--- src/rtl/aluv_pipe_if.sv ---
// Operation/result bus of the pipelined vector ALU: request side with valid/ready,
// result side with valid/ready and per-lane compare flags.
interface aluv_pipe_if #(
    parameter int unsigned DATA_WIDTH    = 8,
    parameter int unsigned LANES         = 6,
    parameter int unsigned SELECTOR_SIZE = 3
);
    logic                               in_valid;
    logic                               in_ready;
    logic [SELECTOR_SIZE-1:0]           selector;
    logic                               sat_en;
    logic [LANES-1:0]                   lane_mask;
    logic [LANES-1:0][DATA_WIDTH-1:0]   operand1;
    logic [LANES-1:0][DATA_WIDTH-1:0]   operand2;
    logic                               out_valid;
    logic                               out_ready;
    logic [LANES-1:0][DATA_WIDTH-1:0]   out;
    logic [LANES-1:0]                   outComparison;

    modport master (
        output in_valid, selector, sat_en, lane_mask, operand1, operand2, out_ready,
        input  in_ready, out_valid, out, outComparison
    );

    modport slave (
        input  in_valid, selector, sat_en, lane_mask, operand1, operand2, out_ready,
        output in_ready, out_valid, out, outComparison
    );
endinterface

--- src/rtl/aluv_pipe.sv ---
// Two-stage pipelined vector ALU: S1 captures the operation, S2 holds the computed
// per-lane results; both stages stall together under output backpressure.
module aluv_pipe #(
    parameter int unsigned DATA_WIDTH    = 8,
    parameter int unsigned LANES         = 6,
    parameter int unsigned SELECTOR_SIZE = 3
) (
    input  logic      clk,
    input  logic      rst_n,
    aluv_pipe_if.slave bus
);
    localparam int unsigned W  = DATA_WIDTH;
    localparam int unsigned WW = 2 * DATA_WIDTH;

    localparam logic [SELECTOR_SIZE-1:0] OP_ADD = SELECTOR_SIZE'(3'd0);
    localparam logic [SELECTOR_SIZE-1:0] OP_SUB = SELECTOR_SIZE'(3'd1);
    localparam logic [SELECTOR_SIZE-1:0] OP_MUL = SELECTOR_SIZE'(3'd2);
    localparam logic [SELECTOR_SIZE-1:0] OP_AND = SELECTOR_SIZE'(3'd3);
    localparam logic [SELECTOR_SIZE-1:0] OP_OR  = SELECTOR_SIZE'(3'd4);
    localparam logic [SELECTOR_SIZE-1:0] OP_XOR = SELECTOR_SIZE'(3'd5);
    localparam logic [SELECTOR_SIZE-1:0] OP_SLT = SELECTOR_SIZE'(3'd6);
    localparam logic [SELECTOR_SIZE-1:0] OP_EQ  = SELECTOR_SIZE'(3'd7);

    // Signed clamp bounds, sign-extended to the double-width arithmetic domain
    localparam logic [WW-1:0] SAT_MAX = {{(W+1){1'b0}}, {(W-1){1'b1}}};
    localparam logic [WW-1:0] SAT_MIN = {{(W+1){1'b1}}, {(W-1){1'b0}}};

    typedef logic [LANES-1:0][W-1:0] lanes_t;

    logic                     advance_c;
    logic                     s1_valid;
    logic [SELECTOR_SIZE-1:0] s1_sel;
    logic                     s1_sat;
    logic [LANES-1:0]         s1_mask;
    lanes_t                   s1_a;
    lanes_t                   s1_b;
    logic                     s2_valid;
    lanes_t                   s2_out;
    logic [LANES-1:0]         s2_cmp;
    lanes_t                   res_c;
    logic [LANES-1:0]         cmp_c;

    logic [WW-1:0] wa, wb, sum, diff, prod;
    logic [W-1:0]  r;
    logic          flag;

    function automatic logic [W-1:0] clamp(input logic [WW-1:0] v);
        if ($signed(v) > $signed(SAT_MAX)) return SAT_MAX[W-1:0];
        if ($signed(v) < $signed(SAT_MIN)) return SAT_MIN[W-1:0];
        return v[W-1:0];
    endfunction

    assign advance_c         = !s2_valid || bus.out_ready;
    assign bus.in_ready      = advance_c;
    assign bus.out_valid     = s2_valid;
    assign bus.out           = s2_out;
    assign bus.outComparison = s2_cmp;

    // S1: capture the presented operation
    always_ff @(posedge clk or negedge rst_n) begin
        if (!rst_n) begin
            s1_valid <= 1'b0;
            s1_sel   <= '0;
            s1_sat   <= 1'b0;
            s1_mask  <= '0;
            s1_a     <= '0;
            s1_b     <= '0;
        end else if (advance_c) begin
            s1_valid <= bus.in_valid;
            if (bus.in_valid) begin
                s1_sel  <= bus.selector;
                s1_sat  <= bus.sat_en;
                s1_mask <= bus.lane_mask;
                s1_a    <= bus.operand1;
                s1_b    <= bus.operand2;
            end
        end
    end

    // Per-lane compute; one sign-extended double-width multiplier serves wrap and sat
    always_comb begin
        res_c = '0;
        cmp_c = '0;
        wa    = '0;
        wb    = '0;
        sum   = '0;
        diff  = '0;
        prod  = '0;
        r     = '0;
        flag  = 1'b0;
        for (int i = 0; i < int'(LANES); i++) begin
            wa   = {{W{s1_a[i][W-1]}}, s1_a[i]};
            wb   = {{W{s1_b[i][W-1]}}, s1_b[i]};
            sum  = wa + wb;
            diff = wa - wb;
            prod = wa * wb;
            r    = '0;
            flag = 1'b0;
            case (s1_sel)
                OP_ADD:  r = s1_sat ? clamp(sum)  : sum[W-1:0];
                OP_SUB:  r = s1_sat ? clamp(diff) : diff[W-1:0];
                OP_MUL:  r = s1_sat ? clamp(prod) : prod[W-1:0];
                OP_AND:  r = s1_a[i] & s1_b[i];
                OP_OR:   r = s1_a[i] | s1_b[i];
                OP_XOR:  r = s1_a[i] ^ s1_b[i];
                OP_SLT: begin
                    flag = $signed(s1_a[i]) < $signed(s1_b[i]);
                    r    = {{(W-1){1'b0}}, flag};
                end
                OP_EQ: begin
                    flag = s1_a[i] == s1_b[i];
                    r    = {{(W-1){1'b0}}, flag};
                end
                default: r = '0;
            endcase
            if (!s1_mask[i]) begin
                r    = s1_a[i];
                flag = 1'b0;
            end
            res_c[i] = r;
            cmp_c[i] = flag;
        end
    end

    // S2: result register; data only moves on a valid op so out reads 0 until the first result
    always_ff @(posedge clk or negedge rst_n) begin
        if (!rst_n) begin
            s2_valid <= 1'b0;
            s2_out   <= '0;
            s2_cmp   <= '0;
        end else if (advance_c) begin
            s2_valid <= s1_valid;
            if (s1_valid) begin
                s2_out <= res_c;
                s2_cmp <= cmp_c;
            end
        end
    end
endmodule

--- src/flat_wrapper.sv ---
// flat-port wrapper written by rule: the top's interface ports become plain ports
module aluv_pipe_flat 
#(
    parameter int unsigned DATA_WIDTH    = 8,
    parameter int unsigned LANES         = 6,
    parameter int unsigned SELECTOR_SIZE = 3
)
  (clk, rst_n, bus_in_valid, bus_selector, bus_sat_en, bus_lane_mask, bus_operand1, bus_operand2, bus_out_ready, bus_in_ready, bus_out_valid, bus_out, bus_outComparison);
  aluv_pipe_if #(.DATA_WIDTH(DATA_WIDTH), .LANES(LANES), .SELECTOR_SIZE(SELECTOR_SIZE)) bus_i ();
  input  logic clk;
  input  logic rst_n;
  input wire logic [$bits(bus_i.in_valid)-1:0] bus_in_valid;
  input wire logic [$bits(bus_i.selector)-1:0] bus_selector;
  input wire logic [$bits(bus_i.sat_en)-1:0] bus_sat_en;
  input wire logic [$bits(bus_i.lane_mask)-1:0] bus_lane_mask;
  input wire logic [$bits(bus_i.operand1)-1:0] bus_operand1;
  input wire logic [$bits(bus_i.operand2)-1:0] bus_operand2;
  input wire logic [$bits(bus_i.out_ready)-1:0] bus_out_ready;
  output wire logic [$bits(bus_i.in_ready)-1:0] bus_in_ready;
  output wire logic [$bits(bus_i.out_valid)-1:0] bus_out_valid;
  output wire logic [$bits(bus_i.out)-1:0] bus_out;
  output wire logic [$bits(bus_i.outComparison)-1:0] bus_outComparison;
  assign bus_i.in_valid = bus_in_valid;
  assign bus_i.selector = bus_selector;
  assign bus_i.sat_en = bus_sat_en;
  assign bus_i.lane_mask = bus_lane_mask;
  assign bus_i.operand1 = bus_operand1;
  assign bus_i.operand2 = bus_operand2;
  assign bus_i.out_ready = bus_out_ready;
  assign bus_in_ready = bus_i.in_ready;
  assign bus_out_valid = bus_i.out_valid;
  assign bus_out = bus_i.out;
  assign bus_outComparison = bus_i.outComparison;
  aluv_pipe #(.DATA_WIDTH(DATA_WIDTH), .LANES(LANES), .SELECTOR_SIZE(SELECTOR_SIZE)) u_core (.clk(clk), .rst_n(rst_n), .bus(bus_i));
endmodule
--- config.mk ---
export PLATFORM = sky130hd
export DESIGN_NAME = aluv_pipe_flat
export DESIGN_NICKNAME = d
export VERILOG_FILES = /design/src/rtl/aluv_pipe_if.sv /design/src/rtl/aluv_pipe.sv /design/src/flat_wrapper.sv
export SDC_FILE = /design/constraint.sdc
export NUM_CORES = 2
export LEC_CHECK = 0
export ABC_CLOCK_PERIOD_IN_PS = 11100
export BUFFER_PORTS_ARGS = -buffer_cell sky130_fd_sc_hd__clkbuf_2
export CORE_MARGIN = 1
export CORE_UTILIZATION = 30
export CTS_BUF_LIST = sky130_fd_sc_hd__clkbuf_8
export DETAILED_ROUTE_END_ITERATION = 8
export GPL_TIMING_DRIVEN = 0
export MAX_ROUTING_LAYER = met4
export SLEW_MARGIN = 20
export SYNTH_ARGS = -nofsm -noshare
export SYNTH_HDL_FRONTEND = slang
export SYNTH_SLANG_ARGS = --single-unit
export TNS_END_PERCENT = 50
--- constraint.sdc ---
create_clock -name clk -period 11.1 [get_ports clk]
set_input_delay 1.665 -clock clk [delete_from_list [all_inputs] [get_ports clk]]
set_output_delay 1.665 -clock clk [all_outputs]
set_load 0.01 [all_outputs]
==> results.py <==
metrics = {
    "sta": {
        "grt_setup_unrepaired": "no",
        "fin_setup_tns_ns": 0,
        "fmax_ghz": 0.151,
        "fin_crit_sh_pct": 59.5,
        "fin_skew_ns": 0.0359,
        "slew_violations": 0,
        "period_needed_ns": 6.60,
        "setup_viol": 0,
        "hold_viol_final": 0,
        "slew_headroom_pct": 18.6,
        "worst_pin_slew_ns": 1.22,
    },
    "drt": {
        "top_layer": "met4",
        "wire_per_inst_um": 21.8,
        "wl_met1_mm": 46.7,
        "drt_iter0_drc": 2572,
        "drt-total-wl_mm": 111,
        "dr_wl_met3_mm": 8.83,
        "first_pass_iters": 6,
        "route.met2.wl_mm": 50.2,
        "antenna_left": 0,
        "num_vias": 27100,
        "via_per_inst": 5.33,
        "drc": 0,
    },
    "global_routing": {
        "grt.overflow.total": 0,
        "antenna_found_initial": 7,
        "grt_max_degree": 76,
        "track_usage_pct": 22.5,
        "grt_pass1_wl_mm": 168,
        "grt_pass1_vias": 26700,
    },
    "die": {
        "core_um2": 98900,
        "initial_core_util_pct": 30.4,
        "num_rows": 115,
        "die_y_um": 318,
        "die_w_um": 318,
        "io_pins": 166,
        "dieArea_um2": 101000,
    },
    "cts": {
        "clk_pin_slew_ns": 0.12,
        "clock_latency_ns": 0.64,
        "clockBufferDepth": 2,
        "cts_resized": 0,
        "cts_tree": "done",
        "clkSinkCount": 162,
        "root_buffer": "clkbuf_8",
        "htree_levels": 4,
        "post-cts-setup-buffer-count": 0,
        "hold_buffers": 0,
        "cts_buffers": 17,
    },
    "yosys": {
        "yosysSeqAreaShare_pct": 13.5,
        "ys_ff_latch": 162,
        "syn_area_um2": 30000,
        "synthesis.nets": 4369,
        "ys.warnings.count": 0,
        "synth-edff-count": 0,
        "syn_avg_cell_area_um2": 8.38,
        "synthDistinctLibCells": 106,
        "synth_top_flop_cell": "dfrtp_1",
        "synthArstFlopShare_pct": 100,
        "syn_inst": 3587,
    },
    "critical_path": {
        "crit_fanout": 10,
        "crit_start": "u_core.s1_a[31]$_DFFE_PN0P_",
        "worst-endpoint-arrival_ns": 7.14,
        "critical_path_class": "flop to flop",
        "critical_path.reg2reg.startpoint": "u_core.s1_a[31]$_DFFE_PN0P_",
        "endpoint_kind": "flop",
        "critPathLaunchType": "flop",
        "critPathRequiredTime_ns": 11.64,
    },
    "placement": {
        "place.detailed.hpwl_mm": 89.2,
        "gp_congestion": 0.995,
        "io_buffers": 165,
    },
    "final_layout": {
        "layout_commonest_cell": "inv_1",
        "nets": 4556,
        "multiInputGateArea_um2": 22900,
        "fillers": 10400,
        "drive_gt1_share_pct": 9.80,
        "area_delta_synth_final_pct": 10.1,
        "seq_area_um2": 4050,
        "final_cell_mix": "inv_1, nor2_1, fa_1, ha_1, nand2_1",
    },
    "worst_hold_path": {
        "worstHoldPathType": "flop to flop",
        "hold_path_startpoint": "u_core.bus.out[1]$_DFFE_PN0P_",
    },
    "run_status": {
        "status": "finished clean",
    },
    "flow_run": {
        "cap_violations": 0,
    },
}
state kept, by name, indices dropped and copies added, names as in the netlist:
| name | flops |
|---|---|
| u_core.s1_sat | 1 |
| u_core.s1_b | 48 |
| u_core.bus.out_valid | 1 |
| u_core.s1_mask | 6 |
| u_core.s1_sel | 3 |
| u_core.s1_valid | 1 |
| u_core.bus.outComparison | 6 |
| u_core.bus.out | 48 |
| u_core.s1_a | 48 |
cells by family after synthesis:
group	after synthesis	share of synthesized area, %
xor+xnor	142	4.19
fa+ha+maj	672	36.5
simple gates	944	14.3
mux	115	4.28
flops	162	13.5
compound gates	749	17.1
buf+inv	803	10.1
metrics by stage:
step           setup slack, ns  hold slack (ns)  utilization (%)  cells  instance area (um2)
2_1_floorplan             5.94            0.451                -   3587                30000
3_3_place_gp              4.50            0.482             32.9   5039                32500
3_5_place_dp              4.59            0.489             32.9   5042                32600
4_1_cts                   4.57            0.519             33.4   5074                33100
5_1_grt                   4.20            0.585             33.5   5080                33100
6_report                  4.50            0.532             33.5   5080                33100
per-layer routing:
layer  vias to the layer above  GRT usage (%)
met5                         -              -
met4                         0           10.1
li1                      12300              -
met1                     13400           28.8
met2                      1177           34.5
met3                       209           3.93
final cells by class:
cell class,count,share of cell area [%]
antenna,6,0.0454
buffer,118,1.46
clock buffer,18,0.749
clock inverter,14,0.715
inverter,685,7.78
multi-input combinational,2622,69.4
sequential,162,12.3
tap,1287,4.87
timing repair buffer,168,2.72
path summary, 6_finish.rpt:
kind                                                  endpoint  slack, ns  depth (start not counted)
worst min register to register   u_core.bus.out[1]$_DFFE_PN0P_       0.53                          2
min in group asynchronous          u_core.s1_a[36]$_DFFE_PN0P_       0.93                          1
worst min-delay path             u_core.bus.out[1]$_DFFE_PN0P_       0.53                          2
worst max-delay path            u_core.bus.out[30]$_DFFE_PN0P_       4.50                         16
worst max register to register  u_core.bus.out[30]$_DFFE_PN0P_       4.50                         16
max in group asynchronous          u_core.s1_b[16]$_DFFE_PN0P_       9.08                          3
synth_stat cells, types with 22 or more instances:
cell type	count	area share, %
nor2_1	449	5.6
clkinv_1	31	0.39
ha_1	330	14
nand2_1	198	2.5
nand2b_1	36	0.75
nor4_1	24	0.50
a31oi_1	48	1.0
a221oi_1	34	0.99
clkbuf_1	87	1.1
fa_1	342	23
xor2_1	45	1.3
dfrtp_1	162	13
inv_1	653	8.2
o21ai_0	140	2.3
a21o_1	23	0.57
nand3_1	53	0.88
o211ai_1	36	0.90
nor3_1	35	0.58
nor2b_1	22	0.46
xnor2_1	96	2.8
o21a_1	25	0.62
a21oi_1	196	3.3
o22ai_1	26	0.54
mux2_2	108	4.0
worst max-delay path, cell delays in order, from the launching register on:
cell       delay (ns)
dfrtp_1          0.55
clkinv_1         0.39
nor2_1           0.36
fa_1             0.54
inv_1            0.20
fa_1             0.46
fa_1             0.52
fa_1             0.55
inv_1            0.04
ha_1             0.38
a2111oi_0        0.61
o211a_1          0.27
or3_1            0.14
a31oi_1          0.09
a31oi_1          0.73
nor2_1           0.30
o32a_1           0.40
Power is not shown: default switching activity piles up to over one toggle a cycle in this logic, so the estimate is an artifact.
